**config.mk**
```make
export PLATFORM = sky130hd
export DESIGN_NAME = vx_hpdc_req_tracker
export DESIGN_NICKNAME = d
export VERILOG_FILES = /design/src/rtl/vx_hpdc_pkg.sv /design/src/rtl/vx_hpdc_rob_mem.sv /design/src/rtl/vx_hpdc_req_tracker.sv
export SDC_FILE = /design/constraint.sdc
export NUM_CORES = 1
export LEC_CHECK = 0
export CORE_AREA = 2 2 142 172
export CTS_CLUSTER_DIAMETER = 40
export DETAILED_ROUTE_END_ITERATION = 10
export DIE_AREA = 0 0 144 174
export PLACE_DENSITY = 0.8
export REMOVE_ABC_BUFFERS = 1
export SLEW_MARGIN = 20
export SYNTH_ARGS = -nofsm -noshare
export SYNTH_HDL_FRONTEND = slang
export SYNTH_HIERARCHICAL = 1
export SYNTH_SLANG_ARGS = --single-unit
export TNS_END_PERCENT = 20
```
**constraint.sdc**
```tcl
create_clock -name clk -period 4.9 [get_ports clk]
set_input_delay 0.98 -clock clk [delete_from_list [all_inputs] [get_ports clk]]
set_output_delay 0.98 -clock clk [all_outputs]
set_load 0.01 [all_outputs]
```
**src/rtl/vx_hpdc_pkg.sv**
```systemverilog
// Shared types for the HPDCache request tracker: flush FSM states,
// per-entry tracking state and the tag-to-depth derivation.
package vx_hpdc_pkg;

  // Flush sequencing states. RUN is the only state that accepts new requests.
  typedef enum logic [1:0] {
    ST_RUN   = 2'd0,
    ST_DRAIN = 2'd1,
    ST_ISSUE = 2'd2,
    ST_WAIT  = 2'd3
  } flush_state_e;

  // Default data width used by the full entry view below.
  localparam int unsigned HPDC_DATA_WIDTH = 32;

  // Control bits of one tracker entry. The data half lives in vx_hpdc_rob_mem.
  typedef struct packed {
    logic pending;  // tag allocated, response not yet retired
    logic valid;    // response captured, waiting to be returned in order
  } entry_ctl_t;

  // Complete logical view of one tracker entry at the default data width.
  typedef struct packed {
    logic                       pending;
    logic                       valid;
    logic [HPDC_DATA_WIDTH-1:0] data;
  } tracker_entry_t;

  // Number of tracker entries addressable by a tag of the given width.
  function automatic int unsigned depth_of(input int unsigned tag_width);
    return 32'd1 << tag_width;
  endfunction

endpackage

```
**src/rtl/vx_hpdc_rob_mem.sv**
```systemverilog
// Response data storage for the tracker: one write port used when an
// adapter response is captured, one asynchronous read port at ret_ptr.
module vx_hpdc_rob_mem
  import vx_hpdc_pkg::*;
#(
  parameter int TAG_WIDTH  = 3,
  parameter int DATA_WIDTH = 32
) (
  input  logic                  clk,
  input  logic                  wr_en,
  input  logic [TAG_WIDTH-1:0]  wr_addr,
  input  logic [DATA_WIDTH-1:0] wr_data,
  input  logic [TAG_WIDTH-1:0]  rd_addr,
  output logic [DATA_WIDTH-1:0] rd_data
);

  localparam int DEPTH = int'(depth_of(TAG_WIDTH));

  logic [DATA_WIDTH-1:0] mem [DEPTH];

  // Capture write; contents need no reset because valid bits gate every read.
  always_ff @(posedge clk) begin
    if (wr_en) begin
      mem[wr_addr] <= wr_data;
    end
  end

  assign rd_data = mem[rd_addr];

endmodule

```
**src/rtl/vx_hpdc_req_tracker.sv**
```systemverilog
// In-order request tracker between the Vortex core memory port and the
// HPDCache adapter. Tags every request, collects out-of-order responses by
// tag and returns them in issue order; sequences drain-then-flush.
//
// Handshake rule on every valid/ready pair here: a transfer happens in the
// cycle where both valid and ready are high at the rising clock edge; valid
// never depends on ready of the same interface. dn_rsp has no ready and is
// always consumed (captured or flagged as unexpected).
module vx_hpdc_req_tracker
  import vx_hpdc_pkg::*;
#(
  parameter int ADDR_WIDTH = 32,
  parameter int DATA_WIDTH = 32,
  parameter int TAG_WIDTH  = 3
) (
  input  logic                  clk,
  input  logic                  reset,
  // core request
  input  logic                  core_req_valid,
  output logic                  core_req_ready,
  input  logic                  core_req_rw,
  input  logic [ADDR_WIDTH-1:0] core_req_addr,
  input  logic [DATA_WIDTH-1:0] core_req_data,
  // core response
  output logic                  core_rsp_valid,
  input  logic                  core_rsp_ready,
  output logic [DATA_WIDTH-1:0] core_rsp_data,
  // core flush
  input  logic                  core_flush_req,
  output logic                  core_flush_done,
  // adapter request
  output logic                  dn_req_valid,
  input  logic                  dn_req_ready,
  output logic                  dn_req_rw,
  output logic [ADDR_WIDTH-1:0] dn_req_addr,
  output logic [DATA_WIDTH-1:0] dn_req_data,
  output logic [TAG_WIDTH-1:0]  dn_req_tag,
  // adapter response
  input  logic                  dn_rsp_valid,
  input  logic [TAG_WIDTH-1:0]  dn_rsp_tag,
  input  logic [DATA_WIDTH-1:0] dn_rsp_data,
  // adapter flush
  output logic                  dn_flush_valid,
  input  logic                  dn_flush_ready,
  input  logic                  dn_flush_done,
  // status
  output logic [TAG_WIDTH:0]    outstanding,
  output logic                  err_unexpected_rsp,
  output flush_state_e          dbg_flush_state
);

  localparam int                 DEPTH     = int'(depth_of(TAG_WIDTH));
  localparam logic [TAG_WIDTH:0] DEPTH_CNT = (TAG_WIDTH + 1)'(DEPTH);
  localparam logic [TAG_WIDTH:0] CNT_ONE   = (TAG_WIDTH + 1)'(1);
  localparam logic [TAG_WIDTH-1:0] PTR_ONE = TAG_WIDTH'(1);

  flush_state_e          state;
  logic [TAG_WIDTH-1:0]  alloc_ptr;
  logic [TAG_WIDTH-1:0]  ret_ptr;
  logic [TAG_WIDTH:0]    count;
  entry_ctl_t            ctl [DEPTH];
  logic [DATA_WIDTH-1:0] rd_data;

  logic in_run;
  logic full;
  logic fire;
  logic retire;
  logic rsp_hit;
  logic capture;

  assign in_run  = (state == ST_RUN);
  assign full    = (count == DEPTH_CNT);

  // Request path is a straight pass-through gated by FSM state and occupancy.
  assign dn_req_valid   = core_req_valid & in_run & ~full;
  assign core_req_ready = dn_req_ready & in_run & ~full;
  assign fire           = dn_req_valid & dn_req_ready;
  assign dn_req_rw      = core_req_rw;
  assign dn_req_addr    = core_req_addr;
  assign dn_req_data    = core_req_data;
  assign dn_req_tag     = alloc_ptr;

  // A response is only legal for a tag that is allocated and not yet answered.
  assign rsp_hit = ctl[dn_rsp_tag].pending & ~ctl[dn_rsp_tag].valid;
  assign capture = dn_rsp_valid & rsp_hit;

  // Return side reads the registered valid bit, so capture never bypasses.
  assign core_rsp_valid = ctl[ret_ptr].valid;
  assign core_rsp_data  = core_rsp_valid ? rd_data : '0;
  assign retire         = core_rsp_valid & core_rsp_ready;

  assign outstanding     = count;
  assign dn_flush_valid  = (state == ST_ISSUE);
  assign core_flush_done = (state == ST_WAIT) & dn_flush_done;
  assign dbg_flush_state = state;

  vx_hpdc_rob_mem #(
    .TAG_WIDTH  (TAG_WIDTH),
    .DATA_WIDTH (DATA_WIDTH)
  ) u_rob_mem (
    .clk     (clk),
    .wr_en   (capture),
    .wr_addr (dn_rsp_tag),
    .wr_data (dn_rsp_data),
    .rd_addr (ret_ptr),
    .rd_data (rd_data)
  );

  // Per-entry pending/valid bookkeeping: allocate, capture, retire.
  always_ff @(posedge clk or posedge reset) begin
    if (reset) begin
      for (int i = 0; i < DEPTH; i++) begin
        ctl[i] <= '0;
      end
    end else begin
      if (fire) begin
        ctl[alloc_ptr].pending <= 1'b1;
      end
      if (capture) begin
        ctl[dn_rsp_tag].valid <= 1'b1;
      end
      if (retire) begin
        ctl[ret_ptr] <= '0;
      end
    end
  end

  // Allocation/return pointers and the live entry count.
  always_ff @(posedge clk or posedge reset) begin
    if (reset) begin
      alloc_ptr <= '0;
      ret_ptr   <= '0;
      count     <= '0;
    end else begin
      if (fire) begin
        alloc_ptr <= alloc_ptr + PTR_ONE;
      end
      if (retire) begin
        ret_ptr <= ret_ptr + PTR_ONE;
      end
      unique case ({fire, retire})
        2'b10:   count <= count + CNT_ONE;
        2'b01:   count <= count - CNT_ONE;
        default: count <= count;
      endcase
    end
  end

  // Sticky flag for responses that match no waiting entry.
  always_ff @(posedge clk or posedge reset) begin
    if (reset) begin
      err_unexpected_rsp <= 1'b0;
    end else if (dn_rsp_valid && !rsp_hit) begin
      err_unexpected_rsp <= 1'b1;
    end
  end

  // Flush sequencer: stop intake, drain, issue flush, wait for completion.
  always_ff @(posedge clk or posedge reset) begin
    if (reset) begin
      state <= ST_RUN;
    end else begin
      unique case (state)
        ST_RUN:   if (core_flush_req) state <= ST_DRAIN;
        ST_DRAIN: if (count == '0)    state <= ST_ISSUE;
        ST_ISSUE: if (dn_flush_ready) state <= ST_WAIT;
        ST_WAIT:  if (dn_flush_done)  state <= ST_RUN;
        default:                      state <= ST_RUN;
      endcase
    end
  end

  // Allocation and retirement of the same entry can only coincide when full,
  // and allocation is blocked when full, so this must never be seen.
  a_no_same_entry: assert property (@(posedge clk) disable iff (reset)
    !(fire && retire && (alloc_ptr == ret_ptr)));

  // An allocated tag must be free.
  a_alloc_free: assert property (@(posedge clk) disable iff (reset)
    fire |-> !ctl[alloc_ptr].pending);

endmodule

```
==> Yosys cells after proc, flatten, opt, wreduce, memory -nomap -nowiden <==
Memories as Yosys holds them, arrays and structs flattened.
Cells that the tools add are included.
W data, S select, Z words.
{ "classes": {"addsub": 4, "order_cmp": 6, "eq_ne": 10, "n_mux": 26, "bitwise_logic": 16, "reduce_logical": 9} }
{ "ops": {"columns": ["cell", "n"], "rows": [
  ["$mux W16", 3],
  ["$bwmux W16", 2],
  ["$mux W32", 1],
  ["$demux W2 S3", 3],
  ["$and A16 B16 Y16", 1],
  ["$mux W2", 8],
  ["$not A16 Y16", 1],
  ["$bmux W2 S3", 2],
  ["$ge A4 B4 Y1 const B", 3],
  ["$lt A4 B1 Y1 const B", 3],
  ["$not A3 Y4", 3],
  ["$and A1 B1 Y1", 9],
  ["$pmux W2 S4", 1],
  ["$pmux W4 S2", 1],
  ["$add A3 B1 Y3 const B", 2],
  ["$eq A2 B2 Y1 const B", 3],
  ["$ne A2 B2 Y1 const B", 3],
  ["$mux W1", 5],
  ["$add A4 B1 Y4 const B", 1],
  ["$eq A2 B1 Y1 const B", 2],
  ["$eq A4 B4 Y1 const B", 1],
  ["$logic_and A1 B1 Y1", 4],
  ["$logic_not A4 Y1", 1],
  ["$reduce_and A4 Y1", 1],
  ["other kinds (6)", 7]
]} }
{ "totals": {"reg_bits": 29, "ram_bits": 256, "out_inout_bits": 112, "mem_count": 1} }
{ "memory_table": {"columns": ["memory", "depth", "width", "rd", "rd_ports_with_merged_regs", "wr", "line_no", "rtl"], "rows": [
  ["u_rob_mem.mem", 8, 32, 1, 0, 1, "vx_hpdc_rob_mem.sv:19", "logic [DATA_WIDTH-1:0] mem [DEPTH];"]
]} }

==> Depth between registers and ports, before layout <==
{ "logic_depth": {"word_depth": 11, "ltp_mapped": 12, "mapped_depth_nobuf": 12} }

==> Cells and area by module <==
Netlist, hierarchy kept.
{ "by_module_without_submodules": {"columns": ["module", "instances", "cells_each", "area_each_um2", "seq_area_each_um2"], "rows": [
  ["vx_hpdc_rob_mem", 1, 383, 9825.7, 7687.4],
  ["vx_hpdc_req_tracker", 1, 253, 2428.6, 725.7]
]} }

==> Worst setup path before layout <==
Ideal clock, no wire load.
{ "synth_timing": {"path_kind": "input to register", "from": "input dn_rsp_tag[2]", "to": "memory u_rob_mem.mem[0][0], enable pin", "setup_time_ps": 461, "arrival_time_ps": 4090, "required_ps": 4439, "path_slack_ps": 349, "stages": 7, "n_path_buf": 1, "path_cell_list": "clkbuf_1 -> nand2_1 -> o32ai_1 -> mux4_2 -> and2_1 -> nand2b_1 -> nor3_1"} }
{ "synth_between": {"elab_chain_cells": 9} }
{ "synth_rtl": {"columns": ["item", "line_no", "rtl"], "rows": [
  ["start: declaration", "vx_hpdc_req_tracker.sv:40", "input logic [TAG_WIDTH-1:0] dn_rsp_tag,"],
  ["$not A3 Y4 (not written as such) (*)", "vx_hpdc_req_tracker.sv:84", "assign rsp_hit = ctl[dn_rsp_tag].pending & ~ctl[dn_rsp_tag].valid;"],
  ["$bmux W2 S3 (*)", "vx_hpdc_req_tracker.sv:84", null],
  ["$mux W2 (not written as such) (*) (2 in series)", "vx_hpdc_req_tracker.sv:84", null],
  ["$not A1 Y1", "vx_hpdc_req_tracker.sv:84", null],
  ["$and A1 B1 Y1 (*)", "vx_hpdc_req_tracker.sv:84", null],
  ["$and A1 B1 Y1 (*)", "vx_hpdc_req_tracker.sv:85", "assign capture = dn_rsp_valid & rsp_hit;"],
  ["via capture", "vx_hpdc_req_tracker.sv:69", "logic capture;"],
  ["$mux W1 (*)", "vx_hpdc_rob_mem.sv:23", "if (wr_en) begin"],
  ["$mux W1 (not written as such) (*)", "vx_hpdc_rob_mem.sv:24", "mem[wr_addr] <= wr_data;"],
  ["end: declaration", "vx_hpdc_rob_mem.sv:19", null]
]} }
The timed path passes the listed nets; every way through them passes the cells marked *. The select of a mux whose other input is x is not followed.

==> Worst setup path after layout <==
{ "layout_timing": {"from": "register ret_ptr[0]", "to": "output core_rsp_data[11]"} }
{ "layout_between": {"word_cells_on_any_way": 6, "cone_classes": "mux: 4; bitwise: 1; memory: 1"} }
{ "layout_rtl": {"columns": ["item", "line_no", "rtl"], "rows": [
  ["start: declaration", "vx_hpdc_req_tracker.sv:59", "logic [TAG_WIDTH-1:0] ret_ptr;"],
  ["start signal: assignment", "vx_hpdc_req_tracker.sv:139", "ret_ptr <= ret_ptr + PTR_ONE;"],
  ["$mem_v2 Z8 W32", null, null],
  ["via rd_data[11]", "vx_hpdc_req_tracker.sv:62", "logic [DATA_WIDTH-1:0] rd_data;"],
  ["$mux W32", "vx_hpdc_req_tracker.sv:89", "assign core_rsp_data = core_rsp_valid ? rd_data : '0;"],
  ["end: declaration", "vx_hpdc_req_tracker.sv:27", "output logic [DATA_WIDTH-1:0] core_rsp_data,"]
]} }
The timed path passes the listed nets, and every way through them passes these cells. The select of a mux whose other input is x is not followed.

==> reports/metrics.yaml <==
synth.avg_cell_area_um2: 19.3
dieArea_um2: 25100
period_share_pct: 86.4
crit_path_start_kind: "register"
die_y_um: 174
place.gp.congestion: 0.877
clkLatencyLatePin_ps: 550
slew_violations: 0
num_vias: 6111
clock_path_buffers: 3
end_kind: "output port"
synth_flop_cell: "edfxtp_1"
hp-class: "reg2reg"
hold_buffers: 0
cts_buffers: 31
yosysMostFrequentCell: "edfxtp_1"
cp_max_fo: 31
slew_headroom_pct: 37.9
start_util_pct: 52.1
crit_required_ps: 3920
cts_root_buf: "clkbuf_16"
synthTopCellsByArea: "edfxtp_1 (63%), mux4_1 (8.6%), dfrtp_1 (5.9%)"
netlist_instances: 636
synth_top_cell_area_share_pct: 62.7
cts_num_sinks: 285
num_rows: 62
syn_to_final_growth_pct: 15.0
synth_compound_area_share_pct: 1.88
grt_max_degree: 36
cts_htree_levels: 1
cts_tree: "done"
routedWlPerCell_um: 27.6
post-cts-setup-buffers: 0
coreArea_um2: 23500
clk_pin_slew_ps: 60
yosys.area.top_type: "edfxtp_1"
final_nets: 803
yosys.area_share.simple_pct: 5.13
post_cts_resized: 0
die_x_um: 144
cp_num_buf_inv: 2
tightest_slew_ps: 923
wirelength_mm: 28.4
regArea_um2: 8420
vias_per_cell: 5.94
fin_skew_ps: 19.2
layout_setup_ws_ps: 664
critical_path_class: "reg2out"
fin_tns_setup_ps: 0
crit_chain: "buf_4, mux4_1, mux2_2, and2_4, clkdlybuf4s50_1"
clkPwrFrac_pct: 29.2
multiInputGateArea_um2: 3200
status: "completed"
timing.final.crit_period_ps: 4240
io_pins: 221
io_buffer_count: 90
synthXorXnorAreaFrac_pct: 0.643
ant_nets: 0
ys_seq_area_share_pct: 68.7
cpPeakStageDelay_ps: 790
ys_ff_latch: 285
antenna_found_initial: 1
grt.total_usage_pct: 22.7
ys_warn_count: 6
preCtsSetupSlack_ps: 915
dpl.hpwl_mm: 16.9
synth_top_cells_by_count: "edfxtp_1 (256), buf_4 (65), mux4_1 (40)"
p_leak_nw: 4.76
critPathSlowestCell: "dfrtp_4"
timing.fmax_mhz: 236
ir_drop_uv: 335
p_per_area_nw_per_um2: 547
drc_errors: 0
grt_pass1_vias: 6345
synth_top_family_by_area: "multiplexers"
arrival_ps: 3260
netlist_area_um2: 12300
seqPwrFrac_pct: 39.8
p_sw_share_pct: 28.4
rsz0062_at_grt: "no"
grt_pass1_wl_mm: 41.3
synthAdderAreaFrac_pct: 1.02
grt_remaining_overflow: 0
drt_iter0_markers: 480
fill_cells: 1623
internal_power_mw: 5.52
synthMuxAreaShare_pct: 17.0
crit_family: "multiplexers"
power_frac_comb_pct: 31.0
async_flop_share_pct: 10.2
firstDrtPassIters: 5
synth-edff-count: 256
antennaDiodeCount: 0
setup_violations: 0
finalHoldViolCount: 0
cap_violations: 0
synth_cell_types: 44
drive_above_1_share_pct: 23.7
power.switching_mw: 2.19
logic make-up (layout without fill, tap and decap cells):
logic type               after synthesis  after routing
AO/OA/AOI/OAI                         36             36
XOR/XNOR                               9              9
adder cells (fa/ha/maj)               10             10
buffers and inverters                 97            169
flip-flops                           285            285
multiplexers                         104            104
AND/OR/NAND/NOR                       95             95
metal layers:
| layer | part of all wire (%) | global-route usage, % | up-vias |
|---|---|---|---|
| li1 | - | - | 2587 |
| met1 | 39 | 29.2 | 3148 |
| met2 | 46 | 33.9 | 323 |
| met3 | 13 | 12.5 | 47 |
| met4 | 1.7 | 4.21 | 6 |
| met5 | 0.54 | 7.09 | - |
stage by stage:
| stage | total power [mW] | hold WS, ps | utilization, % | area, µm² | cells |
|---|---|---|---|---|---|
| after floorplan | 4.59 | 480 | - | 11600 | 547 |
| after global placement | 5.43 | 493 | 55.6 | 13100 | 970 |
| after detailed placement | 5.51 | 486 | 55.6 | 13100 | 970 |
| after CTS | 7.77 | 503 | 59.9 | 14100 | 1027 |
| after global routing | 8.04 | 526 | 60.0 | 14100 | 1028 |
| final | 7.71 | 514 | 60.0 | 14100 | 1028 |
power groups by stage:
stage | clock network, mW | logic, mW | registers, mW
global placement | 0 | 2.33 | 3.10
detailed placement | 0 | 2.39 | 3.12
CTS | 2.29 | 2.42 | 3.07
floorplan | 0 | 1.42 | 3.17
finish | 2.25 | 2.39 | 3.07
global route | 2.38 | 2.56 | 3.10
state kept, by name, summed over array words and instances, names as in the netlist:
name and count:
ctl 16, outstanding 4, err_unexpected_rsp 1, dn_req_tag 3
u_rob_mem/mem 256, ret_ptr 3, dbg_flush_state 2
cell usage in the layout (no fill, tap or decap), types with 10 or more instances in the layout:
master           Yosys  layout
clkbuf_16            0      31
and2_4              29      29
clkdlybuf4s50_1      0      90
mux4_1              40      40
nor2_1              19      13
a31oi_1             16      16
mux4_2              27      27
mux2_2              35      35
buf_4               65      12
dfrtp_1             29      26
ha_1                10      10
edfxtp_1           256     256
cell type report:
class | count | share of cell area, %
clock inverter | 22 | 1.57
tap | 320 | 2.84
multi-input combinational | 254 | 22.7
inverter | 8 | 0.213
sequential | 285 | 59.7
clock buffer | 35 | 5.61
timing repair buffer | 104 | 7.37
path summary, 6_finish.rpt:
path	startpoint	end	slack, ps	depth (start not counted)
max	ret_ptr[0]$_DFFE_PP0N_	core_rsp_data[11]	660	5
min	err_unexpected_rsp$_DFFE_PP0P_	err_unexpected_rsp$_DFFE_PP0P_	510	1
max reg2reg	ret_ptr[1]$_DFFE_PP0N_	outstanding[2]$_DFFE_PP0P_	1670	11
min reg2reg	err_unexpected_rsp$_DFFE_PP0P_	err_unexpected_rsp$_DFFE_PP0P_	510	1
max in group asynchronous	reset	ret_ptr[0]$_DFFE_PP0N_	3790	3
min in group asynchronous	reset	outstanding[0]$_DFFE_PP0P_	810	3
No activity file was read; power rests on OpenSTA's default activity.
